$ cat config.mk
export PLATFORM = sky130hd
export DESIGN_NAME = two_of_five_rx_ctrl_flat
export DESIGN_NICKNAME = d
export VERILOG_FILES = /design/src/rtl/two_of_five_pkg.sv /design/src/rtl/two_of_five_rx_ctrl_if.sv /design/src/rtl/two_of_five_chk.sv /design/src/rtl/two_of_five_rx_ctrl.sv /design/src/flat_wrapper.sv
export SDC_FILE = /design/constraint.sdc
export NUM_CORES = 1
export LEC_CHECK = 0
export CORE_UTILIZATION = 47
export DETAILED_ROUTE_END_ITERATION = 10
export PLACE_DENSITY_LB_ADDON = 0.08
export SYNTH_ARGS = -nofsm -noshare
export SYNTH_HDL_FRONTEND = slang
export SYNTH_HIERARCHICAL = 1
export SYNTH_SLANG_ARGS = --single-unit
$ cat constraint.sdc
create_clock -name CLK -period 3.3 [get_ports CLK]
set_input_delay 0.66 -clock CLK [delete_from_list [all_inputs] [get_ports CLK]]
set_output_delay 0.66 -clock CLK [all_outputs]
set_load 0.1 [all_outputs]
$ cat src/rtl/two_of_five_pkg.sv
// Shared types and helpers for the two-out-of-five serial receive controller.
package two_of_five_pkg;

  localparam int CODE_W  = 5;
  localparam int DIGIT_W = 4;

  typedef enum logic [2:0] {
    ST_IDLE,
    ST_SHIFT,
    ST_CHECK,
    ST_ABORT,
    ST_OUT
  } state_e;

  // Weight of each codeword bit, indexed by CODE position. The first bit on
  // the line lands in CODE[4] (weight 7) and the last in CODE[0] (weight 0).
  localparam logic [3:0] WEIGHTS [CODE_W] = '{4'd0, 4'd1, 4'd2, 4'd4, 4'd7};

  // Weighted sum of a two-hot codeword. 7+4 encodes zero; every other sum
  // is the digit itself. Only meaningful for words the checker accepts.
  function automatic logic [DIGIT_W-1:0] decode_digit(input logic [CODE_W-1:0] code);
    logic [4:0] sum;
    sum = '0;
    for (int i = 0; i < CODE_W; i++) begin
      if (code[i]) sum = sum + {1'b0, WEIGHTS[i]};
    end
    return (sum == 5'd11) ? '0 : sum[DIGIT_W-1:0];
  endfunction

endpackage

$ cat src/rtl/two_of_five_rx_ctrl_if.sv
// Serial-line and digit-handshake signals of the receive controller.
// master = front-end/consumer side, slave = the controller.
interface two_of_five_rx_ctrl_if #(
  parameter int ERR_W = 8
);
  logic             START;
  logic             SDI;
  logic             SDI_VALID;
  logic             DIGIT_READY;
  logic [3:0]       DIGIT;
  logic             DIGIT_VALID;
  logic             ERR;
  logic [ERR_W-1:0] ERR_CNT;
  logic             BUSY;

  modport master (
    output START, SDI, SDI_VALID, DIGIT_READY,
    input  DIGIT, DIGIT_VALID, ERR, ERR_CNT, BUSY
  );

  modport slave (
    input  START, SDI, SDI_VALID, DIGIT_READY,
    output DIGIT, DIGIT_VALID, ERR, ERR_CNT, BUSY
  );
endinterface

$ cat src/rtl/two_of_five_chk.sv
// Two-out-of-five detector: flags any codeword whose popcount is not 2.
module two_of_five_chk
  import two_of_five_pkg::*;
(
  input  logic [CODE_W-1:0] code,
  output logic              invalid
);

  logic [2:0] ones;

  // Count set bits and compare against the single legal weight.
  always_comb begin
    ones = '0;
    for (int i = 0; i < CODE_W; i++) begin
      ones = ones + {2'b00, code[i]};
    end
    invalid = (ones != 3'd2);
  end

endmodule

$ cat src/rtl/two_of_five_rx_ctrl.sv
// Serial receiver for two-out-of-five BCD digits: shifts in 5 bits, checks
// and decodes the word, then offers the digit on a valid/ready handshake.
// Bad or timed-out frames produce a one-cycle ERR and bump a saturating count.
module two_of_five_rx_ctrl
  import two_of_five_pkg::*;
#(
  parameter int TIMEOUT = 16,
  parameter int ERR_W   = 8
) (
  input logic                CLK,
  input logic                RST,
  two_of_five_rx_ctrl_if.slave bus
);

  localparam int               TO_W    = 8;
  localparam logic [TO_W-1:0]  TO_LAST = TO_W'(TIMEOUT - 1);
  localparam logic [ERR_W-1:0] ERR_MAX = '1;

  state_e               state_q, state_d;
  logic [CODE_W-1:0]    code_q, code_d;
  logic [2:0]           bit_cnt_q, bit_cnt_d;
  logic [TO_W-1:0]      to_cnt_q, to_cnt_d;
  logic [DIGIT_W-1:0]   digit_q, digit_d;
  logic                 digit_valid_q, digit_valid_d;
  logic                 err_q, err_d;
  logic                 busy_q, busy_d;
  logic [ERR_W-1:0]     err_cnt_q, err_cnt_d;
  logic                 code_invalid;

  two_of_five_chk u_chk (
    .code    (code_q),
    .invalid (code_invalid)
  );

  // Next-state and next-output logic; outputs are registered from the next state.
  always_comb begin
    // NOTE: every _d starts as its _q so no branch leaves it unassigned, which would infer a latch.
    state_d     = state_q;
    code_d      = code_q;
    bit_cnt_d   = bit_cnt_q;
    to_cnt_d    = to_cnt_q;
    digit_d     = digit_q;
    err_cnt_d   = err_cnt_q;

    case (state_q)
      ST_IDLE: begin
        if (bus.START) begin
          state_d   = ST_SHIFT;
          bit_cnt_d = '0;
          to_cnt_d  = '0;
        end
      end
      ST_SHIFT: begin
        // An accepted bit takes priority over the timeout in the same cycle.
        if (bus.SDI_VALID) begin
          code_d    = {code_q[CODE_W-2:0], bus.SDI};
          bit_cnt_d = bit_cnt_q + 3'd1;
          to_cnt_d  = '0;
          if (bit_cnt_q == 3'd4) state_d = ST_CHECK;
        end else begin
          to_cnt_d = to_cnt_q + 8'd1;
          if (to_cnt_q == TO_LAST) state_d = ST_ABORT;
        end
      end
      ST_CHECK: begin
        if (code_invalid) begin
          state_d = ST_ABORT;
        end else begin
          digit_d = decode_digit(code_q);
          state_d = ST_OUT;
        end
      end
      ST_ABORT: state_d = ST_IDLE;
      ST_OUT: begin
        if (bus.DIGIT_READY) state_d = ST_IDLE;
      end
      default: state_d = ST_IDLE;
    endcase

    digit_valid_d = (state_d == ST_OUT);
    err_d         = (state_d == ST_ABORT);
    busy_d        = (state_d != ST_IDLE);
    if (err_d && (err_cnt_q != ERR_MAX)) err_cnt_d = err_cnt_q + ERR_W'(1);
  end

  // State and output registers with synchronous reset.
  always_ff @(posedge CLK) begin
    // NOTE: non-blocking assignments so every flop samples the pre-edge values.
    if (RST) begin
      state_q       <= ST_IDLE;
      code_q        <= '0;
      bit_cnt_q     <= '0;
      to_cnt_q      <= '0;
      digit_q       <= '0;
      digit_valid_q <= 1'b0;
      err_q         <= 1'b0;
      busy_q        <= 1'b0;
      err_cnt_q     <= '0;
    end else begin
      state_q       <= state_d;
      code_q        <= code_d;
      bit_cnt_q     <= bit_cnt_d;
      to_cnt_q      <= to_cnt_d;
      digit_q       <= digit_d;
      digit_valid_q <= digit_valid_d;
      err_q         <= err_d;
      busy_q        <= busy_d;
      err_cnt_q     <= err_cnt_d;
    end
  end

  assign bus.DIGIT       = digit_q;
  assign bus.DIGIT_VALID = digit_valid_q;
  assign bus.ERR         = err_q;
  assign bus.ERR_CNT     = err_cnt_q;
  assign bus.BUSY        = busy_q;

endmodule

$ cat src/flat_wrapper.sv
// flat-port wrapper written by rule: the top's interface ports become plain ports
module two_of_five_rx_ctrl_flat import two_of_five_pkg::*;
#(
  parameter int TIMEOUT = 16,
  parameter int ERR_W   = 8
)
  (CLK, RST, bus_START, bus_SDI, bus_SDI_VALID, bus_DIGIT_READY, bus_DIGIT, bus_DIGIT_VALID, bus_ERR, bus_ERR_CNT, bus_BUSY);
  two_of_five_rx_ctrl_if #(.ERR_W(ERR_W)) bus_i ();
  input logic CLK;
  input logic RST;
  input wire logic [$bits(bus_i.START)-1:0] bus_START;
  input wire logic [$bits(bus_i.SDI)-1:0] bus_SDI;
  input wire logic [$bits(bus_i.SDI_VALID)-1:0] bus_SDI_VALID;
  input wire logic [$bits(bus_i.DIGIT_READY)-1:0] bus_DIGIT_READY;
  output wire logic [$bits(bus_i.DIGIT)-1:0] bus_DIGIT;
  output wire logic [$bits(bus_i.DIGIT_VALID)-1:0] bus_DIGIT_VALID;
  output wire logic [$bits(bus_i.ERR)-1:0] bus_ERR;
  output wire logic [$bits(bus_i.ERR_CNT)-1:0] bus_ERR_CNT;
  output wire logic [$bits(bus_i.BUSY)-1:0] bus_BUSY;
  assign bus_i.START = bus_START;
  assign bus_i.SDI = bus_SDI;
  assign bus_i.SDI_VALID = bus_SDI_VALID;
  assign bus_i.DIGIT_READY = bus_DIGIT_READY;
  assign bus_DIGIT = bus_i.DIGIT;
  assign bus_DIGIT_VALID = bus_i.DIGIT_VALID;
  assign bus_ERR = bus_i.ERR;
  assign bus_ERR_CNT = bus_i.ERR_CNT;
  assign bus_BUSY = bus_i.BUSY;
  two_of_five_rx_ctrl #(.TIMEOUT(TIMEOUT), .ERR_W(ERR_W)) u_core (.CLK(CLK), .RST(RST), .bus(bus_i));
endmodule
# ---- Word level (Yosys, flattened, before mapping)
# Index checks and enable logic that the tools add are counted.
dict set report word_totals {
  regBits 34
  input_bits 6
  elab_cells 69
}
dict set report op_classes {
  add_sub_neg 11
  reduce_logical 8
  n_eq_ne 12
  n_bitwise 1
  n_mux 28
}
# op count
set ops {}
lappend ops {{5-bit 2-to-1 mux} 14}
lappend ops {{3-bit 2-to-1 mux} 8}
lappend ops {{8-bit by 1-bit adder with 8-bit output (second input constant)} 2}
lappend ops {{8-bit 2-to-1 mux} 2}
lappend ops {{8-bit case mux with 2 select lines} 1}
lappend ops {{3-bit case mux with 4 select lines} 1}
lappend ops {{5-bit by 3-bit adder with 5-bit output (second input constant)} 2}
lappend ops {{3-bit == test (second input constant)} 3}
lappend ops {{8-bit by 4-bit == test with 1-bit output (second input constant)} 1}
lappend ops {{8-bit inequality test (second input constant)} 1}
lappend ops {{3-bit by 1-bit adder with 3-bit output} 2}
lappend ops {{3-bit by 2-bit == test with 1-bit output (second input constant)} 2}
lappend ops {{3-bit case mux with 2 select lines} 1}
lappend ops {{2-bit AND reduction} 3}
lappend ops {{5-bit by 1-bit adder with 5-bit output (second input constant)} 1}
lappend ops {{5-bit by 2-bit adder with 5-bit output (second input constant)} 1}
lappend ops {{5-bit by 4-bit == test with 1-bit output (second input constant)} 1}
lappend ops {{4-bit 2-to-1 mux} 1}
lappend ops {{2-bit inequality test (second input constant)} 2}
lappend ops {{2-bit by 1-bit adder with 3-bit output} 1}
lappend ops {{3-bit by 1-bit adder with 3-bit output (second input constant)} 1}
lappend ops {{3-bit by 1-bit == test with 1-bit output (second input constant)} 1}
lappend ops {{3-bit logical NOT} 1}
lappend ops {{3-bit by 2-bit inequality test with 1-bit output (second input constant)} 1}
lappend ops {{other kinds (6)} 6}

# ---- Depth between registers and ports, before layout
# Gate-level depths: netlist of run 1.
dict set report depth {
  ltp_word 25
  ltp_mapped 12
  mapped_depth_nobuf 11
}

# ---- Cells and area by module
# Netlist of run 1, hierarchy kept.
# module cells_per_inst seq_area_each_um2 n_inst area_per_inst_um2
set modules_own_cells {}
lappend modules_own_cells {two_of_five_rx_ctrl 189 680.7 1 1649.1}
lappend modules_own_cells {two_of_five_chk 9 0.0 1 80.1}

# ---- Worst setup path after synthesis of run 1
# No wires, ideal clock.
dict set report synth_path {
  path_type {reg2reg}
  startpoint {register u_core.code_q[1]}
  endpoint {register u_core.err_cnt_q[6] (netlist: u_core/bus.ERR_CNT[6])}
  stages_incl_launch_ff 12
  n_path_buf 0
  arrival_time_ps 2961
  t_required_ps 3177
  slack_ps 215
  path_cell_list {dfxtp_1 inv_1 fa_1 inv_1 fa_1 ha_1 or3b_1 nor4bb_4 a31o_2 and4_1 nand3_1 mux2_1}
}
dict set report synth_via {
  elab_chain_cells 9
}
# item line_no
set synth_lines {}
lappend synth_lines {{start: declaration} two_of_five_rx_ctrl.sv:20} ;# logic [CODE_W-1:0] code_q, code_d;
lappend synth_lines {{start signal: assignment} two_of_five_rx_ctrl.sv:101} ;# code_q <= code_d;
lappend synth_lines {{1-bit by 1-bit adder with 2-bit output} two_of_five_chk.sv:15} ;# ones = ones + {2'b00, code[i]};
lappend synth_lines {{2-bit by 1-bit adder with 3-bit output} two_of_five_chk.sv:15}
lappend synth_lines {{3-bit by 1-bit adder with 3-bit output (2 in a row)} two_of_five_chk.sv:15}
lappend synth_lines {{3-bit by 2-bit inequality test with 1-bit output} two_of_five_chk.sv:17} ;# invalid = (ones != 3'd2);
lappend synth_lines {{via u_core.code_invalid} two_of_five_rx_ctrl.sv:28} ;# logic code_invalid;
lappend synth_lines {{3-bit 2-to-1 mux} two_of_five_rx_ctrl.sv:66} ;# if (code_invalid) begin
lappend synth_lines {{3-bit case mux with 4 select lines} two_of_five_rx_ctrl.sv:45} ;# case (state_q)
lappend synth_lines {{3-bit by 2-bit == test with 1-bit output} two_of_five_rx_ctrl.sv:81} ;# err_d = (state_d == ST_ABORT);
lappend synth_lines {{1-bit logical AND} two_of_five_rx_ctrl.sv:83} ;# if (err_d && (err_cnt_q != ERR_MAX)) err_cnt_d = err_cnt_q + ERR_W'(1);
lappend synth_lines {{end signal: assignment} two_of_five_rx_ctrl.sv:108} ;# err_cnt_q <= err_cnt_d;
lappend synth_lines {{end: declaration} two_of_five_rx_ctrl.sv:27} ;# logic [ERR_W-1:0] err_cnt_q, err_cnt_d;
# The timed path passes the listed nets, and every way through them passes these cells.
# A chain may end at the register's enable or synchronous reset.

# ---- Worst setup path in the final report of run 1
dict set report layout_path {
  startpoint {register u_core.code_q[0]}
  endpoint {register u_core.err_cnt_q[6] (netlist: u_core/bus.ERR_CNT[6])}
}
# The elaborated chain is that of the path after synthesis.

==> flow_metrics.env, run 1 <==
export IMPL_outcome="finished clean"
export IMPL_crit_cells=11
export IMPL_pwr_share_clk_pct=39.9
export IMPL_path_cells="inv_1 -> fa_1 -> inv_1 -> fa_1 -> ha_1 -> or3b_1 -> nor4bb_4 -> a31o_2 -> and4_1 -> nand3_1 -> mux2_1"
export IMPL_grt_setup_unrepaired="no"
export IMPL_grt_use_total_pct=19.01
export IMPL_vdd_drop_max_v=0.0002261
export IMPL_ios=21
export IMPL_multi_input_area_um2=953.4
export IMPL_maxCapViolCount=0
export IMPL_n_antenna_cell=0
export IMPL_rows=21
export IMPL_grt_pass1_vias=1374
export IMPL_synth_net_count=212
export IMPL_start_kind="register"
export IMPL_switching_share_pct=23.50
export IMPL_powerDensity_nw_per_um2=390.8
export IMPL_p_int_uw=601.9
export IMPL_synth_xor_area_share_pct=3.546
export IMPL_layout_nets=232
export IMPL_cp_endpoint="u_core/bus.ERR_CNT[6]"
export IMPL_antenna_found_initial=0
export IMPL_synth_edf_count=0
export IMPL_finalHoldViolCount=0
export IMPL_detailed_place_hpwl_mm=2.505
export IMPL_netlist_area_um2=1729
export IMPL_routed_via_density=5.558
export IMPL_synth_adder_area_share_pct=6.657
export IMPL_vias=1473
export IMPL_setup_tns_ns=0
export IMPL_rrSetupSlack_ns=0.16
export IMPL_synth_seq_area_share_pct=39.36
export IMPL_port_buffers=20
export IMPL_critPathKind="register to register"
export IMPL_cts_hold_buffers=0
export IMPL_wl_per_cell_um=12.91
export IMPL_crit_path_start="u_core/code_q[0]"
export IMPL_worst_slew_pin_slew_ns=0.6414
export IMPL_areaGrowthSynthToFinish_pct=16.43
export IMPL_htree_levels=2
export IMPL_regArea_um2=680.7
export IMPL_drc=0
export IMPL_fmaxAchievable_ghz=0.3187
export IMPL_synth_distinct_cells=45
export IMPL_clock_latency_ns=0.29
export IMPL_finalClockSkew_ns=0.009004
export IMPL_drv_slew=0
export IMPL_fillerInstances=303
export IMPL_gp_congestion=0.7653
export IMPL_post_place_cells=257
export IMPL_drive_gt1_share_pct=14.16
export IMPL_hold_path_startpoint="u_core/bus.DIGIT[3]"
export IMPL_cp_data_required_time_ns=3.47
export IMPL_drtIter0Drc=123
export IMPL_cts_buffer_depth=2
export IMPL_power_frac_comb_pct=6.7
export IMPL_p_leak_uw=0.0008164
export IMPL_setup_ws_ns=0.1626
export IMPL_synth_compound_area_share_pct=16.14
export IMPL_clk_pin_slew_ns=0.07
export IMPL_synth_flop_cell="dfxtp_1"
export IMPL_p_switching_uw=184.9
export IMPL_grt_pass1_wl_mm=5.927
export IMPL_die_width_um=62.66
export IMPL_critPathSlowestCell="fa_1"
export IMPL_gr_total_overflow=0
export IMPL_fp_dieArea_um2=3926
export IMPL_ant_nets=0
export IMPL_finalCritPeriodShare_pct=95.07
export IMPL_rr_worst_depth=11
export IMPL_synth_simple_area_share_pct=24.10
export IMPL_cts_buffers=5
export IMPL_r2r_end="u_core/bus.ERR_CNT[6]"
export IMPL_core_um2=3442
export IMPL_path_max_fanout=4
export IMPL_cts_sinks=34
export IMPL_cts_resized=0
export IMPL_start_util_pct=50.24
export IMPL_die_h_um=62.66
export IMPL_cp_arrival_ns=3.31
export IMPL_setup_violations=0
export IMPL_seqPwrFrac_pct=53.4
export IMPL_synthArstFlopShare_pct=0
export IMPL_muxShareOfSynthArea_pct=4.703
export IMPL_yosysWarnings=6
export IMPL_grt_max_degree=19
export IMPL_period_minus_slack_ns=3.137
export IMPL_cp_top_family="adder cells"
export IMPL_syn_area_per_cell_um2=8.733
export IMPL_r2r_start="u_core/code_q[0]"
export IMPL_first_pass_iters=6
export IMPL_synth_top_family_by_area="simple AND/OR/NAND/NOR gates"
export IMPL_critPathBufInv=2
export IMPL_slew_headroom_pct=57.11
export IMPL_wirelength_mm=3.422
export IMPL_final_cells=265
export IMPL_syn_inst=198
export IMPL_post_cts_buffers=0
export IMPL_cts_tree="yes"
export IMPL_cts_root_buffer="clkbuf_8"
export IMPL_critPathMaxStageDelay_ns=0.52
export IMPL_end_kind="register"
export IMPL_dp_slack_ns=0.1535
export IMPL_ys_ff_latch=34
export IMPL_min_path_type="register to register"
## cell usage after synthesis (4+ instances only)
master    count  area (um^2)
inv_1        11        41.29
nor2_1       29        108.9
xor2_1        4        35.03
nand2_1       7        26.28
nand3_1       6        30.03
and3_1        9        56.30
mux2i_1       7        70.07
a21oi_1      17        85.08
ha_1          6        75.07
clkbuf_1      4        15.01
dfxtp_1      34        680.7
o21ai_0       7        35.03
buf_2         4        20.02
a22oi_1       4        30.03
nor3_1        5        25.02
## worst register-to-register path, delay by kind of cell (launching register included)
kind / cells / cell delay [ns]
compound gates: 1 / 0.26
buf+inv: 2 / 0.12
simple gates: 4 / 0.82
flops: 1 / 0.35
fa+ha+maj: 3 / 1.16
mux: 1 / 0.32
## registers in the layout, indices dropped and copies added (netlist names)
register and cells:
u_core/state_q 3, u_core/to_cnt_q 8, u_core/bus.BUSY 1, u_core/bus.ERR_CNT 8, u_core/bit_cnt_q 3, u_core/bus.DIGIT 4, u_core/code_q 5, u_core/bus.ERR 1
u_core/bus.DIGIT_VALID 1
## power by group through the flow
| stage | Sequential (uW) | Clock, uW | Combinational (uW) |
|---|---|---|---|
| floorplan | 434 | 0 | 32.9 |
| global placement | 429 | 0 | 51.7 |
| detailed placement | 429 | 0 | 53.2 |
| CTS | 420 | 321 | 53.4 |
| global route | 421 | 342 | 59.0 |
| finish | 420 | 314 | 52.9 |
## metrics by stage
step                power, uW  hold WS, ns  util (%)  area, um^2
detailed placement      482.7       0.4653     55.83        1922
finish                  786.7       0.4767     58.49        2013
CTS                     794.1       0.4770     58.49        2013
global placement        480.7       0.4635     55.83        1922
floorplan               466.5       0.4510         -        1729
global route            821.8       0.5117     58.49        2013
## layout by cell type, fill, tap and decap left out, types with 2 or more instances in the layout
cell type | Yosys | layout
nor3_1 | 5 | 5
inv_1 | 11 | 11
mux2i_1 | 7 | 7
nor2_1 | 29 | 29
a22oi_1 | 4 | 4
dfxtp_1 | 34 | 34
and3_1 | 9 | 9
nor3b_1 | 3 | 3
a31o_2 | 2 | 2
and4b_1 | 2 | 2
clkdlybuf4s50_1 | 0 | 5
ha_1 | 6 | 6
o21ai_0 | 7 | 7
nand2_1 | 7 | 7
xor2_1 | 4 | 4
a31o_1 | 2 | 2
a311oi_1 | 3 | 3
nand4_1 | 3 | 3
clkbuf_8 | 0 | 6
nand3b_1 | 2 | 2
nand3_1 | 6 | 6
a21oi_1 | 17 | 17
buf_4 | 0 | 18
fa_1 | 2 | 2
xnor2_1 | 3 | 3
or3b_1 | 2 | 2
## worst min path at each step
stage | end | slack (ns) | cells past startpoint
3_3_place_gp | u_core/bus.DIGIT[3] | 0.46 | 2
5_1_grt | u_core/bus.DIGIT[3] | 0.51 | 2
6_report | u_core/bus.DIGIT[3] | 0.48 | 2
3_5_place_dp | u_core/bus.DIGIT[3] | 0.47 | 2
2_1_floorplan | u_core/to_cnt_q[7] | 0.45 | 1
4_1_cts | u_core/bus.DIGIT[3] | 0.48 | 2
## cell type report
class,instances,area share [%]
clock inverter,1,0.2486
inverter,12,2.237
multi-input combinational,142,47.36
sequential,34,33.81
tap,46,2.859
timing repair buffer,23,9.198
clock buffer,7,4.288
## metal layers
| metal | GRT usage [%] | vias up | part of all wire [%] |
|---|---|---|---|
| met1 | 23.58 | 695 | 47 |
| met3 | 4.562 | 5 | 4.1 |
| met2 | 31.25 | 33 | 48 |
| li1 | - | 740 | - |
| met5 | 0 | - | 0 |
| met4 | 8.140 | 0 | 1.3 |
## cell families after synthesis
family | count (synthesis)
mux | 8
flops | 34
buf+inv | 22
simple gates | 75
compound gates | 44
fa+ha+maj | 8
xor+xnor | 7
No activity file was read; power rests on OpenSTA's default activity.
==> inputs of run 2 (changes only) <==
--- a/config.mk
+++ b/config.mk
@@ -5,7 +5,7 @@
 export SDC_FILE = /design/constraint.sdc
 export NUM_CORES = 1
 export LEC_CHECK = 0
-export CORE_UTILIZATION = 47
+export CORE_UTILIZATION = 40
 export DETAILED_ROUTE_END_ITERATION = 10
 export PLACE_DENSITY_LB_ADDON = 0.08
 export SYNTH_ARGS = -nofsm -noshare
==> flow_metrics.env, run 2 (synthesized netlist as in run 1, its figures left out) <==
export IMPL_worst_slew_pin_slew_ns=0.6396
export IMPL_gp_congestion=0.7550
export IMPL_clock_latency_ns=0.28
export IMPL_vias=1454
export IMPL_critPathKind="register to register"
export IMPL_finalCritPeriodShare_pct=95.67
export IMPL_cp_arrival_ns=3.33
export IMPL_cts_sinks=34
export IMPL_finalHoldViolCount=0
export IMPL_total_power_uw=788.4
export IMPL_start_kind="register"
export IMPL_core_um2=4086
export IMPL_period_minus_slack_ns=3.157
export IMPL_drc=0
export IMPL_path_cells="inv_1 -> fa_1 -> inv_1 -> fa_1 -> ha_1 -> or3b_1 -> nor4bb_4 -> a31o_2 -> and4_1 -> nand3_1 -> mux2_1"
export IMPL_cts_hold_buffers=0
export IMPL_min_path_type="register to register"
export IMPL_p_leak_uw=0.0008164
export IMPL_final_cell_mix="dfxtp_1, nor2_1, buf_4"
export IMPL_drtIter0Drc=49
export IMPL_layout_nets=232
export IMPL_antenna_found_initial=0
export IMPL_start_util_pct=42.31
export IMPL_die_h_um=67.75
export IMPL_clk_pin_slew_ns=0.07
export IMPL_slew_headroom_pct=57.23
export IMPL_critPathBufInv=2
export IMPL_finalClockSkew_ns=0.006394
export IMPL_outcome="finished clean"
export IMPL_post_place_cells=261
export IMPL_gr_total_overflow=0
export IMPL_first_pass_iters=4
export IMPL_n_antenna_cell=0
export IMPL_maxCapViolCount=0
export IMPL_grt_max_degree=19
export IMPL_cts_root_buffer="clkbuf_8"
export IMPL_ios=21
export IMPL_htree_levels=2
export IMPL_routed_via_density=5.405
export IMPL_setup_violations=0
export IMPL_vdd_drop_max_v=0.0002431
export IMPL_post_cts_buffers=0
export IMPL_fillerInstances=396
export IMPL_grt_pass1_wl_mm=5.982
export IMPL_cts_resized=0
export IMPL_fmaxAchievable_ghz=0.3168
export IMPL_cts_buffer_depth=2
export IMPL_fp_dieArea_um2=4590
export IMPL_areaGrowthSynthToFinish_pct=16.72
export IMPL_die_width_um=67.75
export IMPL_wl_per_cell_um=13.14
export IMPL_grt_use_total_pct=17.82
export IMPL_cts_tree="yes"
export IMPL_path_max_fanout=4
export IMPL_final_cells=269
export IMPL_grt_pass1_vias=1386
export IMPL_ant_nets=0
export IMPL_drv_slew=0
export IMPL_setup_tns_ns=0
export IMPL_fin_util_pct=49.39
export IMPL_detailed_place_hpwl_mm=2.552
export IMPL_powerDensity_nw_per_um2=390.7
export IMPL_cp_data_required_time_ns=3.47
export IMPL_critPathMaxStageDelay_ns=0.53
export IMPL_end_kind="register"
export IMPL_critPathSlowestCell="fa_1"
export IMPL_cp_top_family="adder cells"
export IMPL_wirelength_mm=3.534
export IMPL_drive_gt1_share_pct=14.16
export IMPL_port_buffers=20
export IMPL_grt_setup_unrepaired="no"
export IMPL_cts_buffers=5
export IMPL_rows=23
export IMPL_final_common_cell="dfxtp_1"
## run 2: cell counts in the layout (fill, tap and decap cells not counted)
No cell type changed its count.
## run 2: cell type report
| class | instances | area [um^2] | share of cell area, % |
|---|---|---|---|
| clock buffers | 7 | 86.33 | 4.278 |
| clock inverters | 1 | 5.005 | 0.2480 |
| inverters | 12 | 45.04 | 2.232 |
| multi-input cells | 142 | 953.4 | 47.24 |
| flip-flops and latches | 34 | 680.7 | 33.73 |
| well taps | 50 | 62.56 | 3.100 |
| repair buffers | 23 | 185.2 | 9.175 |
## run 2: per-layer routing
layer	vias to the layer above	part of all wire [%]	wire [um]	GRT usage [%]
met5	-	0	0	0
met4	0	0.71	25	8.245
met3	2	4.5	159	5.743
met2	35	49	1729	30.57
met1	677	46	1620	19.73
li1	740	-	-	-
## run 2: where the power goes
group | internal (uW) | switching (uW) | total (uW)
Clock | 168 | 147 | 315
Combinational | 19.5 | 33.8 | 53.4
Sequential | 414 | 5.95 | 420
## run 2: worst paths after layout
check,from,endpoint,slack [ns],cells past startpoint
min reg2reg,u_core/to_cnt_q[3],u_core/to_cnt_q[3],0.48,2
min,u_core/to_cnt_q[3],u_core/to_cnt_q[3],0.48,2
max reg2reg,u_core/code_q[0],u_core/bus.ERR_CNT[6],0.14,11
max,u_core/code_q[0],u_core/bus.ERR_CNT[6],0.14,11
## run 2: through the flow
step / hold slack [ns] / area, um^2 / worst slack [ns]
final: 0.4824 / 2018 / 0.1430
after global routing: 0.5155 / 2018 / 0.01778
after CTS: 0.4887 / 2018 / 0.1253
after floorplan: 0.4510 / 1729 / 0.2154
after detailed placement: 0.4802 / 1927 / 0.1469
after global placement: 0.4651 / 1927 / 0.2069
## run 2: worst reg2reg max path, cell delays in order (launching register included)
cell      delay (ns)
dfxtp_1         0.36
inv_1           0.07
fa_1            0.53
inv_1           0.05
fa_1            0.36
ha_1            0.27
or3b_1          0.36
nor4bb_4        0.18
a31o_2          0.26
and4_1          0.20
nand3_1         0.09
mux2_1          0.32
